[src/rtl/layer_blend_pipe.sv]
// Multi-layer colour blend pipeline: one input register, then one registered blend stage per layer.
// Define LAYER_BLEND_SAT_STATS_EN to build the per-frame saturated-pixel counter (o_sat_count).
module layer_blend_pipe #(
  parameter int LAYERNUM = 4,
  parameter int CW       = 8
) (
  input  logic                  i_clk,
  input  logic                  i_rst,
  input  logic                  i_frame_start,
  input  logic                  i_valid,
  input  logic [LAYERNUM*CW-1:0] i_LAYER_R,
  input  logic [LAYERNUM*CW-1:0] i_LAYER_G,
  input  logic [LAYERNUM*CW-1:0] i_LAYER_B,
  input  logic [LAYERNUM-1:0]   i_enableList,
  input  logic [LAYERNUM*3-1:0] i_transList,
  output logic                  o_valid,
  output logic [CW-1:0]         o_VGA_R,
  output logic [CW-1:0]         o_VGA_G,
  output logic [CW-1:0]         o_VGA_B,
  output logic [15:0]           o_sat_count
);

  localparam logic [2:0] CODE_OPAQUE = 3'd4;
  localparam logic [2:0] CODE_HALF   = 3'd5;
  localparam logic [2:0] CODE_ADD    = 3'd6;
  localparam logic [2:0] CODE_HIDDEN = 3'd7;

  function automatic logic [CW-1:0] blend_ch(input logic [CW-1:0] a, input logic [CW-1:0] l,
                                             input logic [2:0] code);
    logic [CW:0] sum;
    logic [2:0]  sh;
    sum = {1'b0, a} + {1'b0, l};
    sh  = code + 3'd2;
    case (code)
      3'd0, 3'd1, 3'd2, 3'd3: blend_ch = a - (a >> sh) + (l >> sh);
      CODE_OPAQUE:            blend_ch = l;
      CODE_HALF:              blend_ch = a - (a >> 1) + (l >> 1);
      CODE_ADD:               blend_ch = sum[CW] ? {CW{1'b1}} : sum[CW-1:0];
      default:                blend_ch = a;
    endcase
  endfunction

  logic [LAYERNUM-1:0]   shadow_en_reg;
  logic [LAYERNUM*3-1:0] shadow_code_reg;
  logic [LAYERNUM-1:0]   cfg_en;
  logic [LAYERNUM*3-1:0] cfg_code;

  // A pixel entering on a frame_start cycle already uses the freshly loaded config.
  assign cfg_en   = i_frame_start ? i_enableList : shadow_en_reg;
  assign cfg_code = i_frame_start ? i_transList  : shadow_code_reg;

  // Stage 0 is the input register; stage k+1 holds the result after layer k.
  logic                  valid_reg [0:LAYERNUM];
  logic [CW-1:0]         acc_r_reg [0:LAYERNUM];
  logic [CW-1:0]         acc_g_reg [0:LAYERNUM];
  logic [CW-1:0]         acc_b_reg [0:LAYERNUM];
  logic [LAYERNUM-1:0]   en_reg    [0:LAYERNUM-1];
  logic [LAYERNUM*3-1:0] code_reg  [0:LAYERNUM-1];
  logic [LAYERNUM*CW-1:0] lr_reg   [0:LAYERNUM-1];
  logic [LAYERNUM*CW-1:0] lg_reg   [0:LAYERNUM-1];
  logic [LAYERNUM*CW-1:0] lb_reg   [0:LAYERNUM-1];

  logic [2:0]    op_code    [0:LAYERNUM-1];
  logic [CW-1:0] acc_r_next [0:LAYERNUM-1];
  logic [CW-1:0] acc_g_next [0:LAYERNUM-1];
  logic [CW-1:0] acc_b_next [0:LAYERNUM-1];

`ifdef LAYER_BLEND_SAT_STATS_EN
  function automatic logic add_ovf(input logic [CW-1:0] a, input logic [CW-1:0] l);
    logic [CW:0] sum;
    sum     = {1'b0, a} + {1'b0, l};
    add_ovf = sum[CW];
  endfunction

  logic        sat_reg  [0:LAYERNUM];
  logic        sat_next [0:LAYERNUM-1];
  logic [15:0] sat_count_reg;
`endif

  for (genvar gi = 0; gi < LAYERNUM; gi++) begin : g_layer
    // A disabled layer behaves exactly like a hidden one.
    assign op_code[gi]    = en_reg[gi][gi] ? code_reg[gi][gi*3 +: 3] : CODE_HIDDEN;
    assign acc_r_next[gi] = blend_ch(acc_r_reg[gi], lr_reg[gi][gi*CW +: CW], op_code[gi]);
    assign acc_g_next[gi] = blend_ch(acc_g_reg[gi], lg_reg[gi][gi*CW +: CW], op_code[gi]);
    assign acc_b_next[gi] = blend_ch(acc_b_reg[gi], lb_reg[gi][gi*CW +: CW], op_code[gi]);
`ifdef LAYER_BLEND_SAT_STATS_EN
    assign sat_next[gi] = sat_reg[gi] | ((op_code[gi] == CODE_ADD) &
                          (add_ovf(acc_r_reg[gi], lr_reg[gi][gi*CW +: CW]) |
                           add_ovf(acc_g_reg[gi], lg_reg[gi][gi*CW +: CW]) |
                           add_ovf(acc_b_reg[gi], lb_reg[gi][gi*CW +: CW])));
`endif
  end

  always_ff @(posedge i_clk) begin
    if (i_rst) begin
      shadow_en_reg   <= '0;
      shadow_code_reg <= {LAYERNUM{CODE_HIDDEN}};
      for (int k = 0; k <= LAYERNUM; k++) begin
        valid_reg[k] <= 1'b0;
        acc_r_reg[k] <= '0;
        acc_g_reg[k] <= '0;
        acc_b_reg[k] <= '0;
      end
      for (int k = 0; k < LAYERNUM; k++) begin
        en_reg[k]   <= '0;
        code_reg[k] <= '0;
        lr_reg[k]   <= '0;
        lg_reg[k]   <= '0;
        lb_reg[k]   <= '0;
      end
    end else begin
      if (i_frame_start) begin
        shadow_en_reg   <= i_enableList;
        shadow_code_reg <= i_transList;
      end
      valid_reg[0] <= i_valid;
      if (i_valid) begin
        en_reg[0]    <= cfg_en;
        code_reg[0]  <= cfg_code;
        lr_reg[0]    <= i_LAYER_R;
        lg_reg[0]    <= i_LAYER_G;
        lb_reg[0]    <= i_LAYER_B;
        acc_r_reg[0] <= '0;
        acc_g_reg[0] <= '0;
        acc_b_reg[0] <= '0;
      end
      // Config and layer data travel with the pixel; bubbles leave stage data untouched.
      for (int k = 1; k < LAYERNUM; k++) begin
        if (valid_reg[k-1]) begin
          en_reg[k]   <= en_reg[k-1];
          code_reg[k] <= code_reg[k-1];
          lr_reg[k]   <= lr_reg[k-1];
          lg_reg[k]   <= lg_reg[k-1];
          lb_reg[k]   <= lb_reg[k-1];
        end
      end
      for (int k = 0; k < LAYERNUM; k++) begin
        valid_reg[k+1] <= valid_reg[k];
        if (valid_reg[k]) begin
          acc_r_reg[k+1] <= acc_r_next[k];
          acc_g_reg[k+1] <= acc_g_next[k];
          acc_b_reg[k+1] <= acc_b_next[k];
        end
      end
    end
  end

`ifdef LAYER_BLEND_SAT_STATS_EN
  always_ff @(posedge i_clk) begin
    if (i_rst) begin
      for (int k = 0; k <= LAYERNUM; k++) sat_reg[k] <= 1'b0;
      sat_count_reg <= '0;
    end else begin
      if (i_valid) sat_reg[0] <= 1'b0;
      for (int k = 0; k < LAYERNUM; k++) begin
        if (valid_reg[k]) sat_reg[k+1] <= sat_next[k];
      end
      // A saturated pixel sitting on the output during frame_start is dropped from the new count.
      if (i_frame_start)
        sat_count_reg <= '0;
      else if (valid_reg[LAYERNUM] && sat_reg[LAYERNUM] && sat_count_reg != 16'hFFFF)
        sat_count_reg <= sat_count_reg + 16'd1;
    end
  end

  assign o_sat_count = sat_count_reg;
`else
  assign o_sat_count = '0;
`endif

  assign o_valid = valid_reg[LAYERNUM];
  assign o_VGA_R = acc_r_reg[LAYERNUM];
  assign o_VGA_G = acc_g_reg[LAYERNUM];
  assign o_VGA_B = acc_b_reg[LAYERNUM];

endmodule

[config.mk]
export PLATFORM = sky130hd
export DESIGN_NAME = layer_blend_pipe
export DESIGN_NICKNAME = d
export VERILOG_FILES = /design/src/rtl/layer_blend_pipe.sv
export SDC_FILE = /design/constraint.sdc
export NUM_CORES = 1
export LEC_CHECK = 0
export ABC_AREA = 1
export BUFFER_PORTS_ARGS = -buffer_cell sky130_fd_sc_hd__buf_4
export CORE_ASPECT_RATIO = 2
export CORE_MARGIN = 2
export CORE_UTILIZATION = 64
export DETAILED_ROUTE_END_ITERATION = 16
export HOLD_SLACK_MARGIN = 0.08
export PLACE_DENSITY = 0.9
export SYNTH_ARGS = -nofsm -noshare
export SYNTH_HDL_FRONTEND = slang
export SYNTH_SLANG_ARGS = --single-unit
[constraint.sdc]
create_clock -name i_clk -period 5.15 [get_ports i_clk]
set_input_delay 0.2575 -clock i_clk [delete_from_list [all_inputs] [get_ports i_clk]]
set_output_delay 0.2575 -clock i_clk [all_outputs]
set_load 0.1 [all_outputs]
==> flow_summary.json <==
{
  "period_needed_ps": 4290,
  "powerDensity_nw_per_um2": 321,
  "synth_compound_area_frac": 0.129,
  "fillers": 3947,
  "reg2reg_setup_slack_ps": 860,
  "holdPathEnd": "en_reg[0][1]",
  "pwr-share-seq": 0.335,
  "critPathKind": "reg2reg",
  "timing.rr.end": "acc_r_reg[0][21]",
  "overflow": 0,
  "die_h_um": 332,
  "critPathArrivalTime_ps": 4720,
  "synth_cell_types": 53,
  "clk-insertion-delay-late_ps": 590,
  "num_rows": 120,
  "synth-xor-area-share": 0.0122,
  "setup_ws_ps": 865,
  "drcViolationCount": 0,
  "reg2reg_depth": 17,
  "pin_count": 157,
  "synth_cells": 4475,
  "drtIter0Drc": 3822,
  "comb_power_share": 0.416,
  "postSynth.asyncResetShare": 0,
  "seq_area_frac_synth": 0.341,
  "synth-seq-cells": 397,
  "grt_pass1_vias": 33979,
  "met3_usage": 0.133,
  "regToRegStartpoint": "en_reg[1][1]",
  "clkPwrFrac": 0.248,
  "wl_per_cell_um": 24.2,
  "cp-end-kind": "flop",
  "grt_max_degree": 91,
  "avgViaCountPerCell": 6.23,
  "start_util": 0.644,
  "grt_most_used_layer": "met2",
  "critPathMaxFanout": 40,
  "fmax_mhz": 233,
  "skew_ps": 22.7,
  "numCtsBuffers": 37,
  "utilization": 0.718,
  "gp_congestion": 1.11,
  "synth_mux_area_frac": 0.00583,
  "clockRootBuffer": "clkbuf_16",
  "synthTopCellsByArea": "edfxtp_1 33%, inv_1 10%, nand2_1 8.7%, ha_1 8.5%, fa_1 7.9%",
  "antenna_found_initial": 19,
  "numPortBuffers": 140,
  "synthesis.area_um2": 34400,
  "power_switching_mw": 5.10,
  "drtPass1Iterations": 7,
  "cpPeakStageDelay_ps": 620,
  "irDropWorstVdd_mv": 0.349,
  "cp_top_family": "simple AND/OR/NAND/NOR gates",
  "yosysTopAreaCellShare": 0.329,
  "avgSynthCellArea_um2": 7.68,
  "rsz0062_at_grt": "false",
  "core_um2": 53300,
  "timing.final.crit_share": 0.832,
  "fin_cells": 5372,
  "worst_pin_slew_ps": 1260,
  "status": "completed",
  "cp-start-kind": "flop",
  "die_x_um": 168,
  "hold_start": "i_enableList[1]",
  "die_area_um2": 55700,
  "cp_num_buf_inv": 4,
  "synth_common_cells": "953 x inv_1, 792 x nand2_1, 444 x nor2_1, 376 x edfxtp_1, 283 x o21ai_0",
  "p_sw_frac": 0.415,
  "synthAdderAreaFrac": 0.164,
  "drive_above_1_share": 0.0755,
  "htreeDepth": 2,
  "hpwl_mm": 91.6,
  "cts.sinks": 397,
  "power_mw": 12.3,
  "crit_chain": "nand2_4, buf_4, o21ai_0, nand2_1, o211ai_1, fa_1, inv_1, ha_1, nand2_1, inv_1, nand4_1, nand3_1, nand2_1, nand3_1, nand3_1, inv_1, a31oi_1",
  "synthMostInstantiatedCell": "inv_1",
  "path_clk_slew_ps": 70,
  "timing.hold.ws_ps": 117,
  "areaGrowthSynthToFinish_pct": 11.5,
  "synth_simple_gate_area_frac": 0.213,
  "dp_cells": 5176,
  "critPathSlowestCell": "edfxtp_1",
  "relSlewSlack": 0.160,
  "use_met1": 0.399,
  "hold_viol": 0,
  "grt.total_usage": 0.466,
  "ys.flop_type": "edfxtp_1",
  "p_leak_nw": 18.6,
  "num_vias": 33443,
  "synth_edf_count": 376,
  "p_int_mw": 7.18,
  "yosysTopAreaCell": "edfxtp_1",
  "synth_top_family_by_area": "simple AND/OR/NAND/NOR gates",
  "maxSlewViolCount": 0,
  "setup_tns_ps": 0,
  "pre_cts_slack_ps": 1130,
  "cts_buffer_depth": 3,
  "globalRouteMet2Util": 0.800,
  "grt_pass1_wl_mm": 194,
  "hold_class": "in2reg",
  "wl_mm": 130,
  "ys_warn_count": 0,
  "hold_depth": 3,
  "dpl_cell_area_um2": 35800,
  "maxCapViolCount": 0,
  "cts_tree": "built",
  "ant_nets": 0,
  "cp.required_ps": 5580,
  "final_nets": 5144,
  "setup_viol": 0,
  "final_area_um2": 38300
}
==> logic make-up after synthesis <==
kind of cell,Yosys count
AO/OA/AOI/OAI,783
buffers and inverters,1164
flip-flops,397
XOR/XNOR,48
AND/OR/NAND/NOR,1693
adder cells (fa/ha/maj),369
multiplexers,20
other,1
==> how the worst max path moves through the flow <==
stage                  from                to  slack [ps]  depth (start not counted)
2_1_floorplan         i_rst    code_reg[0][0]        1520                          4
6_report       en_reg[1][1]  acc_r_reg[0][21]         860                         17
3_3_place_gp   en_reg[1][1]  acc_b_reg[0][19]        1160                         15
3_5_place_dp   en_reg[2][2]  acc_r_reg[0][30]        1130                         18
5_1_grt        en_reg[1][1]  acc_r_reg[0][21]         630                         17
4_1_cts        en_reg[2][2]  acc_r_reg[0][30]        1130                         18
==> layer usage <==
metal  part of all wire  vias to the layer above
li1                   -                    14847
met1               0.28                    15152
met2               0.48                     2308
met3              0.089                     1130
met4               0.15                        6
met5            0.00036                        -
==> tightest hold or removal path, delay by kind of cell <==
family | cells | cell delay (ps)
buf+inv | 1 | 80
mux | 1 | 100
simple gates | 1 | 130
==> layout make-up <==
type	instances	area (um^2)	area share
diodes	14	35.0	0.000915
inverters	978	3670	0.0959
flip-flops and latches	397	11700	0.306
repair buffers	316	2700	0.0704
well taps	671	840	0.0219
clock buffers	42	966	0.0252
clock inverters	25	303	0.00791
multi-input cells	2929	18100	0.472
==> power groups by stage <==
stage          registers [mW]  logic [mW]  clock network [mW]
2_1_floorplan            3.99        3.66                   0
3_3_place_gp             4.13        4.72                   0
3_5_place_dp             4.14        4.82                   0
4_1_cts                  4.07        4.93                2.95
5_1_grt                  4.12        5.67                3.12
6_report                 4.12        5.11                3.05
==> layout by cell type, fill, tap and decap left out, types with 17 or more instances in the layout <==
master         instances
o21ai_0              283
mux2i_1               20
nand3_1              236
a31oi_1               30
nand2_1              789
nor3_1                19
inv_1                953
xor2_1                28
ha_1                 234
a21oi_1              268
clkbuf_16             38
nand3b_1              31
fa_1                 135
buf_4                198
or2_2                 31
dlygate4sd3_1        115
o22ai_1               54
a22oi_1               17
xnor2_1               20
a221oi_1              22
nor2_1               443
edfxtp_1             376
dfxtp_1               21
nand4_1              105
o211ai_1              28
inv_2                 23
==> repair_timing <==
item | 4_1_cts | 5_1_grt
setup buffers | 0 | 0
endpoints found under the hold margin | 124 | 1
gates resized for setup | 0 | 0
hold buffers | 114 | 1
No activity file was read; power rests on OpenSTA's default activity.
